`src/rtl/seg7_pkg.sv`:
```
// Shared definitions for the 7-segment-to-binary decoder.
// Segment patterns are stored active-low, bit order g f e d c b a (bit 6 = g).
// When SEG7_ACTIVE_HIGH_EN is defined, the top inverts the captured code once,
// so these constants stay in active-low form in both builds.
package seg7_pkg;

  // Number of decimal digits carried in one 28-bit code word.
  localparam int NUM_DIGITS = 4;

  // Width of one digit's segment pattern.
  localparam int SEG_W = 7;

  // Width of one decoded BCD digit.
  localparam int BCD_W = 4;

  // Active-low digit patterns, g f e d c b a.
  localparam logic [SEG_W-1:0] SEG_0     = 7'b1000000;
  localparam logic [SEG_W-1:0] SEG_1     = 7'b1111001;
  localparam logic [SEG_W-1:0] SEG_2     = 7'b0100100;
  localparam logic [SEG_W-1:0] SEG_3     = 7'b0110000;
  localparam logic [SEG_W-1:0] SEG_4     = 7'b0011001;
  localparam logic [SEG_W-1:0] SEG_5     = 7'b0010010;
  localparam logic [SEG_W-1:0] SEG_6     = 7'b0000010;
  localparam logic [SEG_W-1:0] SEG_7     = 7'b1111000;
  localparam logic [SEG_W-1:0] SEG_8     = 7'b0000000;
  localparam logic [SEG_W-1:0] SEG_9     = 7'b0010000;
  localparam logic [SEG_W-1:0] SEG_BLANK = 7'b1111111;

  // Conversion sequence: one cycle per state, digits folded MSB first.
  typedef enum logic [2:0] {
    IDLE = 3'd0,
    LOAD = 3'd1,
    ACC3 = 3'd2,
    ACC2 = 3'd3,
    ACC1 = 3'd4,
    ACC0 = 3'd5,
    DONE = 3'd6
  } state_t;

endpackage

```
`src/rtl/seg7_digit_decode.sv`:
```
// Combinational decode of one active-low 7-segment pattern to BCD.
// A blank pattern reports blank=1, valid=0 and bcd=0, so blanks fold in as
// zero. Any unrecognised pattern reports valid=0, blank=0 and bcd=0.
module seg7_digit_decode
  import seg7_pkg::*;
(
  input  logic [SEG_W-1:0] pattern,
  output logic [BCD_W-1:0] bcd,
  output logic             valid,
  output logic             blank
);

  // Map each legal pattern to its digit; everything else is flagged invalid.
  always_comb begin
    // NOTE: every output gets a default before the case, so no path through
    // the block leaves an output unassigned and no latch is inferred.
    bcd   = '0;
    valid = 1'b1;
    blank = 1'b0;
    case (pattern)
      SEG_0:     bcd = 4'd0;
      SEG_1:     bcd = 4'd1;
      SEG_2:     bcd = 4'd2;
      SEG_3:     bcd = 4'd3;
      SEG_4:     bcd = 4'd4;
      SEG_5:     bcd = 4'd5;
      SEG_6:     bcd = 4'd6;
      SEG_7:     bcd = 4'd7;
      SEG_8:     bcd = 4'd8;
      SEG_9:     bcd = 4'd9;
      SEG_BLANK: begin
        valid = 1'b0;
        blank = 1'b1;
      end
      default:   valid = 1'b0;
    endcase
  end

endmodule

```
`src/rtl/seg7_to_number.sv`:
```
// Sequential decoder from a 4-digit 7-segment code back to a binary number.
// A start in IDLE captures the code; the next cycle enters LOAD, which checks
// the digits and clears the accumulator, then ACC3..ACC0 fold one digit per
// cycle (acc = acc*10 + d) and DONE pulses done with the held results.
// Optional build macro: SEG7_ACTIVE_HIGH_EN (code input is active-high; it is
// inverted once at capture so the decoders always see active-low patterns).
module seg7_to_number
  import seg7_pkg::*;
#(
  parameter int RESULT_W = 8,
  parameter int ACC_W    = 12
) (
  input  logic                        clk,
  input  logic                        rst,
  input  logic                        start,
  input  logic [NUM_DIGITS*SEG_W-1:0] code,
  output logic                        busy,
  output logic                        done,
  output logic [RESULT_W-1:0]         number,
  output logic                        error,
  output logic                        overflow
);

  // Largest value representable in the result; anything above saturates.
  localparam logic [ACC_W-1:0] SAT = ACC_W'(2**RESULT_W - 1);

  state_t                        state;
  state_t                        state_nxt;

  logic [NUM_DIGITS*SEG_W-1:0]   code_norm;
  logic [NUM_DIGITS*SEG_W-1:0]   code_q;
  logic                          cap_q;
  logic                          accept;

  logic [BCD_W-1:0]              bcd [NUM_DIGITS];
  logic [NUM_DIGITS-1:0]         valid;
  logic [NUM_DIGITS-1:0]         blank;
  logic                          load_err;

  logic [ACC_W-1:0]              acc;
  logic                          err_q;
  logic                          ovf_q;
  logic [BCD_W-1:0]              digit;
  logic [ACC_W-1:0]              acc_next;
  logic [ACC_W-1:0]              acc_fold;
  logic                          ovf_fold;

  // Bring the input to active-low once so the decoders need only one table.
`ifdef SEG7_ACTIVE_HIGH_EN
  assign code_norm = ~code;
`else
  assign code_norm = code;
`endif

  // A request is taken only from a truly idle block: not mid-conversion and
  // not in the capture cycle that precedes LOAD.
  assign accept = (state == IDLE) && !cap_q && start;

  // One decoder per digit; digit 0 is the ones position in the low bits.
  for (genvar i = 0; i < NUM_DIGITS; i++) begin : gen_dec
    seg7_digit_decode u_dec (
      .pattern (code_q[i*SEG_W +: SEG_W]),
      .bcd     (bcd[i]),
      .valid   (valid[i]),
      .blank   (blank[i])
    );
  end

  // Validate the captured word: bad patterns, a blank ones digit, or a blank
  // below a non-blank digit (only leading blanks are legal).
  always_comb begin
    logic seen_digit;
    load_err   = 1'b0;
    seen_digit = 1'b0;
    for (int i = NUM_DIGITS - 1; i >= 0; i--) begin
      if (!valid[i] && !blank[i]) load_err = 1'b1;
      if (blank[i] && seen_digit) load_err = 1'b1;
      if (!blank[i])              seen_digit = 1'b1;
    end
    if (blank[0]) load_err = 1'b1;
  end

  // Pick the digit folded in this cycle, most significant first.
  always_comb begin
    digit = '0;
    case (state)
      ACC3:    digit = bcd[3];
      ACC2:    digit = bcd[2];
      ACC1:    digit = bcd[1];
      ACC0:    digit = bcd[0];
      default: digit = '0;
    endcase
  end

  // acc*10 + d as two shifts and adds; also the post-fold accumulator and
  // sticky overflow, shared by the accumulator update and the DONE results.
  always_comb begin
    acc_next = {acc[ACC_W-4:0], 3'b000}
             + {acc[ACC_W-2:0], 1'b0}
             + {{(ACC_W-BCD_W){1'b0}}, digit};
    ovf_fold = ovf_q || (acc_next > SAT);
    acc_fold = ovf_q ? acc : acc_next;
  end

  // State register.
  always_ff @(posedge clk or posedge rst) begin
    // NOTE: clocked state uses non-blocking assignments so every register
    // samples pre-edge values regardless of statement order.
    if (rst) state <= IDLE;
    else     state <= state_nxt;
  end

  // Next-state sequencing: a captured request starts LOAD, then one cycle each.
  always_comb begin
    state_nxt = state;
    case (state)
      IDLE:    if (cap_q) state_nxt = LOAD;
      LOAD:    state_nxt = ACC3;
      ACC3:    state_nxt = ACC2;
      ACC2:    state_nxt = ACC1;
      ACC1:    state_nxt = ACC0;
      ACC0:    state_nxt = DONE;
      DONE:    state_nxt = IDLE;
      default: state_nxt = IDLE;
    endcase
  end

  // Capture register: the code is frozen here until the next accepted start.
  always_ff @(posedge clk or posedge rst) begin
    if (rst) begin
      cap_q  <= 1'b0;
      code_q <= '0;
    end else begin
      cap_q <= accept;
      if (accept) code_q <= code_norm;
    end
  end

  // Accumulator and sticky flags: cleared in LOAD, frozen once overflowed.
  always_ff @(posedge clk or posedge rst) begin
    if (rst) begin
      acc   <= '0;
      err_q <= 1'b0;
      ovf_q <= 1'b0;
    end else begin
      case (state)
        LOAD: begin
          acc   <= '0;
          err_q <= load_err;
          ovf_q <= 1'b0;
        end
        ACC3, ACC2, ACC1, ACC0: begin
          acc   <= acc_fold;
          ovf_q <= ovf_fold;
        end
        default: ;
      endcase
    end
  end

  // Result registers: written only on the transition into DONE, so they are
  // valid alongside done and held until the next conversion finishes.
  always_ff @(posedge clk or posedge rst) begin
    if (rst) begin
      number   <= '0;
      error    <= 1'b0;
      overflow <= 1'b0;
    end else if (state == ACC0) begin
      if (err_q) begin
        number   <= '0;
        error    <= 1'b1;
        overflow <= 1'b0;
      end else if (ovf_fold) begin
        number   <= '1;
        error    <= 1'b0;
        overflow <= 1'b1;
      end else begin
        number   <= acc_fold[RESULT_W-1:0];
        error    <= 1'b0;
        overflow <= 1'b0;
      end
    end
  end

  assign busy = (state != IDLE);
  assign done = (state == DONE);

endmodule
```
`config.mk`:
```
export PLATFORM = sky130hd
export DESIGN_NAME = seg7_to_number
export DESIGN_NICKNAME = d
export VERILOG_FILES = /design/src/rtl/seg7_pkg.sv /design/src/rtl/seg7_digit_decode.sv /design/src/rtl/seg7_to_number.sv
export SDC_FILE = /design/constraint.sdc
export NUM_CORES = 1
export LEC_CHECK = 0
export CAP_MARGIN = 20
export CORE_ASPECT_RATIO = 1.2
export CORE_MARGIN = 4
export CORE_UTILIZATION = 25
export DETAILED_ROUTE_END_ITERATION = 8
export GPL_TIMING_DRIVEN = 0
export PLACE_DENSITY_LB_ADDON = 0.25
export SETUP_SLACK_MARGIN = 0.15
export SLEW_MARGIN = 40
export SYNTH_ARGS = -nofsm -noshare
export SYNTH_HDL_FRONTEND = slang
export SYNTH_HIERARCHICAL = 1
export SYNTH_SLANG_ARGS = --single-unit
```
`constraint.sdc`:
```
create_clock -name clk -period 7 [get_ports clk]
set_input_delay 1.05 -clock clk [delete_from_list [all_inputs] [get_ports clk]]
set_output_delay 1.05 -clock clk [all_outputs]
set_load 0.005 [all_outputs]
```
# Word-level counts from Yosys, hierarchy flattened
# Cells that the tools add are included.
# totals
reg_bits	55
inputBits	31
out_inout_bits	12
elab_cells	127
# op_classes
addsub	2
eq_ne	48
n_mux	34
order_cmp	1
reduce_logical	32
# op_table
cell	count
$pmux W4 S9	4
$eq A7 B7 Y1 const B	16
$eq A7 B5 Y1 const B	12
$eq A7 B6 Y1 const B	8
$reduce_or A10 Y1	4
$eq A7 B2 Y1 const B	4
$logic_not A7 Y1	4
$mux W1	22
$pmux W11 S2	1
$pmux W3 S6	1
$mux W8	2
$pmux W4 S4	1
$add A12 B12 Y12	1
$add A12 B4 Y12	1
$gt A12 B8 Y1 const B	1
$mux W11	1
$eq A3 B3 Y1 const B	3
$logic_and A1 B1 Y1	9
$logic_not A1 Y1	9
$eq A3 B2 Y1 const B	2
$ne A2 B2 Y1 const B	2
$reduce_or A4 Y1	1
$eq A3 B1 Y1 const B	1
$logic_not A3 Y1	1
6 further kinds	6

# Logic depth before layout (Yosys ltp)
# depth
word_depth	13
depth_mapped	15
ltp_nobuf	15

# Hierarchy
# The synthesis kept the hierarchy.
# modules_own_cells
module	area_per_inst_um2	instances	cells_each
seg7_to_number	2987.9	1	322
seg7_digit_decode	153.9	4	23

# Worst setup path before layout
# Ideal clock, no wire load.
# synth_path
path_type	flip-flop to flip-flop
from	register code_q[14]
to	register number[0]
stages_incl_launch_ff	13
setup_slack_ps	3183
setup_time_ps	126
path_buffers	0
arrival_time_ps	3691
t_required_ps	6874
period_less_slack_ps	3817
cell_sequence	dfrtp_1 or3_4 nor4_1 mux2i_1 o22a_1 fa_1 fa_1 nand2b_2 a21o_1 a22oi_1 o311ai_1 o41a_1 a221o_1
# synth_rtl
item	line_no	text
start, declared	seg7_to_number.sv:31	logic [NUM_DIGITS*SEG_W-1:0] code_q;
start signal, assigned	seg7_to_number.sv:135	if (accept) code_q <= code_norm;
end signal, assigned	seg7_to_number.sv:178	number <= acc_fold[RESULT_W-1:0];
end, declared	seg7_to_number.sv:19	output logic [RESULT_W-1:0] number,

==> reports/results.tsv <==
stage	metric	value	unit
critical_path	rr_worst_depth	12	
power_and_ir_drop	leakagePower	1.95	nW
critical_path	cp_top_family	compound AO/OA/AOI/OAI gates	
detailed_routing	wire_per_inst	14.5	um
global_route	grt_overflow	0	
timing	slew_headroom	52.2	%
critical_path	endpoint_kind	flip-flop	
critical_path	critPathLaunchType	flip-flop	
critical_path	cp_data_arrival_time	4.57	ns
timing	clock.fmax	228	MHz
global_route	met2_usage	20.8	%
detailed_routing	dr.first_iter.drc_count	102	
clocking	cts_max_level	2	
detailed_routing	routed_via_density	4.93	
detailed_routing	vias	3128	
synth	synthSimpleGateAreaFrac	26.1	%
critical_path	path_cells	or3_4 > nor4_1 > mux2i_1 > o22a_1 > fa_1 > fa_1 > nand2b_2 > a21o_1 > a211oi_2 > o311ai_1 > o41a_1 > a221o_1	
final_layout	postLayoutCellArea	4400	um2
floorplan	rows	47	
critical_path	path_buf_inv	0	
detailed_routing	routed_wl	9.18	mm
synth	syn_avg_cell_area	8.70	um2
global_route	use_met3	1.62	%
timing	fin_hold_ws	0.477	ns
synth	syn_area	3600	um2
synth	netlist_instances	414	
min_path	hold_path.class	reg -> reg	
synth	synth_nets	465	
final_layout	drive_gt1_share	7.11	%
global_route	grt_max_degree	38	
floorplan	die_area	16400	um2
clocking	insertion_delay	0.30	ns
synth	synthAdderAreaFrac	7.36	%
synth	synthTopCellsByArea	dfrtp_1 (38%), nand2_1 (11%), ha_1 (6.3%), o21ai_0 (3.1%), inv_1 (2.3%)	
timing	worstMarginPinSlew	0.715	ns
power_and_ir_drop	peakVddDrop	0.000128	V
synth	synth.top_cell.area_share	38.2	%
timing	fin_setup_tns	0	ns
clocking	clkTransAtPathRegs	0.07	ns
timing	slew_violations	0	
detailed_routing	drcViolationCount	0	
synth	synth_compound_area_share	19.7	%
floorplan	initial_core_util	25.9	%
floorplan	die_h	140	um
clocking	post-cts-setup-buffer-count	0	
clocking	cts-resized-gates	0	
timing	clock_skew	0.0114	ns
detailed_routing	dr.pass1.iters	4	
power_and_ir_drop	power	1.88	mW
critical_path	required	7.18	ns
synth	synth_top_family_by_area	simple AND/OR/NAND/NOR gates	
clocking	cts_tree	yes	
synth	synthMuxAreaShare	2.22	%
timing	rsz0062_at_grt	no	
synth	yosysMostFrequentCell	nand2_1	
place	dpl.hpwl	7.08	mm
final_layout	final_cell_count_no_fill	635	
final_layout	fin_util	31.6	%
global_route	grt.busiest_layer	met2	
flow_run	drv_cap	0	
final_layout	area_growth	22.2	%
final_layout	nNetsFinal	515	
clocking	ctsRootBufferMaster	clkbuf_16	
detailed_routing	drtAntennaViolNets	0	
floorplan	pin_count	43	
place	dp.cells	628	
global_route	grt_pass1_vias	3163	
clocking	numCtsBuffers	5	
critical_path	slowest_delay	0.56	ns
synth	synth_largest_area_cell	dfrtp_1	
timing	setup_slack	2.61	ns
synth	synth_edf_count	0	
place	placed_area	4260	um2
clocking	clock_sinks	55	
min_path	worstHoldPathCells	2	
synth	ys_async_sr_fraction	100	%
status	outcome	finished, final reports clean	
clocking	cts_hold_buf	0	
synth	yosys-top-cells-count	nand2_1 (101), dfrtp_1 (55), inv_1 (22), o21ai_0 (22), ha_1 (18)	
power_and_ir_drop	power-per-cell-area	427	nW/um2
synth	yosysWarnings	6	
critical_path	critPathKind	reg -> reg	
critical_path	path_depth	12	
global_route	antenna_found_initial	0	
critical_path	crit_path_max_fanout	8	
final_layout	antennaDiodeCount	0	
place	pre_cts_ws	2.61	ns
global_route	grt_pass1_wl	15.3	mm
global_route	grt_use_total	11.3	%
floorplan	die_w	118	um
synth	yosys.area_share.xor_xnor	2.67	%
place	portBuffers	42	
synth	yosysSeqAreaShare	38.2	%
synth	ys_ff_latch	55	
timing	min_period	4.39	ns
synth	ys.flop_type	dfrtp_1	
critical_path	slowest_stage	o41a_1	
critical_path	crit_top_cell	fa_1	
synth	synth_cell_types	56	
timing	finalHoldViolations	0	
timing	min_period_over_period	62.7	%
place	gp_congestion	0.825	
timing	setup_viol	0	
clocking	clockBufferDepth	2	
global_route	met1_usage	13.2	%
floorplan	core_area	13900	um2
==> cells in the final DEF, fill, tap and decap left out, types with 7 or more instances in the layout <==
master and n:
a21oi_1 15, a221o_1 7, clkbuf_1 7, clkdlybuf4s50_1 42, dfrtp_1 55, ha_1 18, inv_1 21, mux2i_1 8
nand2_1 101, nor2_1 15, nor2b_1 7, nor3_1 8, o21ai_0 22, o22ai_1 12, xor2_1 8
==> cell type report <==
class	count	area [um2]
Fill cell	1456	9530
Multi-Input combinational cell	324	2090
Sequential cell	55	1380
Timing Repair Buffer	43	440
Tap cell	171	214
Clock buffer	6	139
Inverter	22	85.1
Buffer	13	52.6
Clock inverter	1	5.00
==> path summary, 6_finish.rpt <==
check	from	end	slack, ns
worst max-delay path	code_q[0]	number[0]	2.61
worst min-delay path	error	error	0.48
worst max register to register	code_q[0]	number[0]	2.61
worst min register to register	error	error	0.48
max in group asynchronous	rst	error	5.46
min in group asynchronous	rst	code_q[22]	1.04
==> tightest hold or removal path: cells and delay by family, from the launching register on <==
family	cells	cell delay, ns
flops	1	0.34
simple gates	2	0.11
==> routing by layer <==
metal | share of wire [%] | vias up
met5 | 0 | -
met4 | 2.9 | 0
met3 | 2.1 | 17
met2 | 51 | 48
met1 | 44 | 1464
li1 | - | 1599
==> flip-flops by register name, summed over array words and instances, names as in the netlist <==
register / count
overflow: 1
acc: 11
cap_q: 1
ovf_q: 1
err_q: 1
error: 1
number: 8
code_q: 28
state: 3
==> power breakdown <==
part | switching, mW | internal (mW) | leakage [nW] | total (mW)
clock network | 0.115 | 0.140 | 0.0727 | 0.255
registers | 0.189 | 0.452 | 0.695 | 0.642
logic | 0.538 | 0.445 | 1.18 | 0.983
total | 0.842 | 1.04 | 1.95 | 1.88
==> cell families after synthesis <==
family | count (synthesis)
buffers and inverters | 35
multiplexers | 8
adder cells (fa/ha/maj) | 20
AND/OR/NAND/NOR | 184
XOR/XNOR | 11
flip-flops | 55
AO/OA/AOI/OAI | 101
No activity file was read; power rests on OpenSTA's default activity.
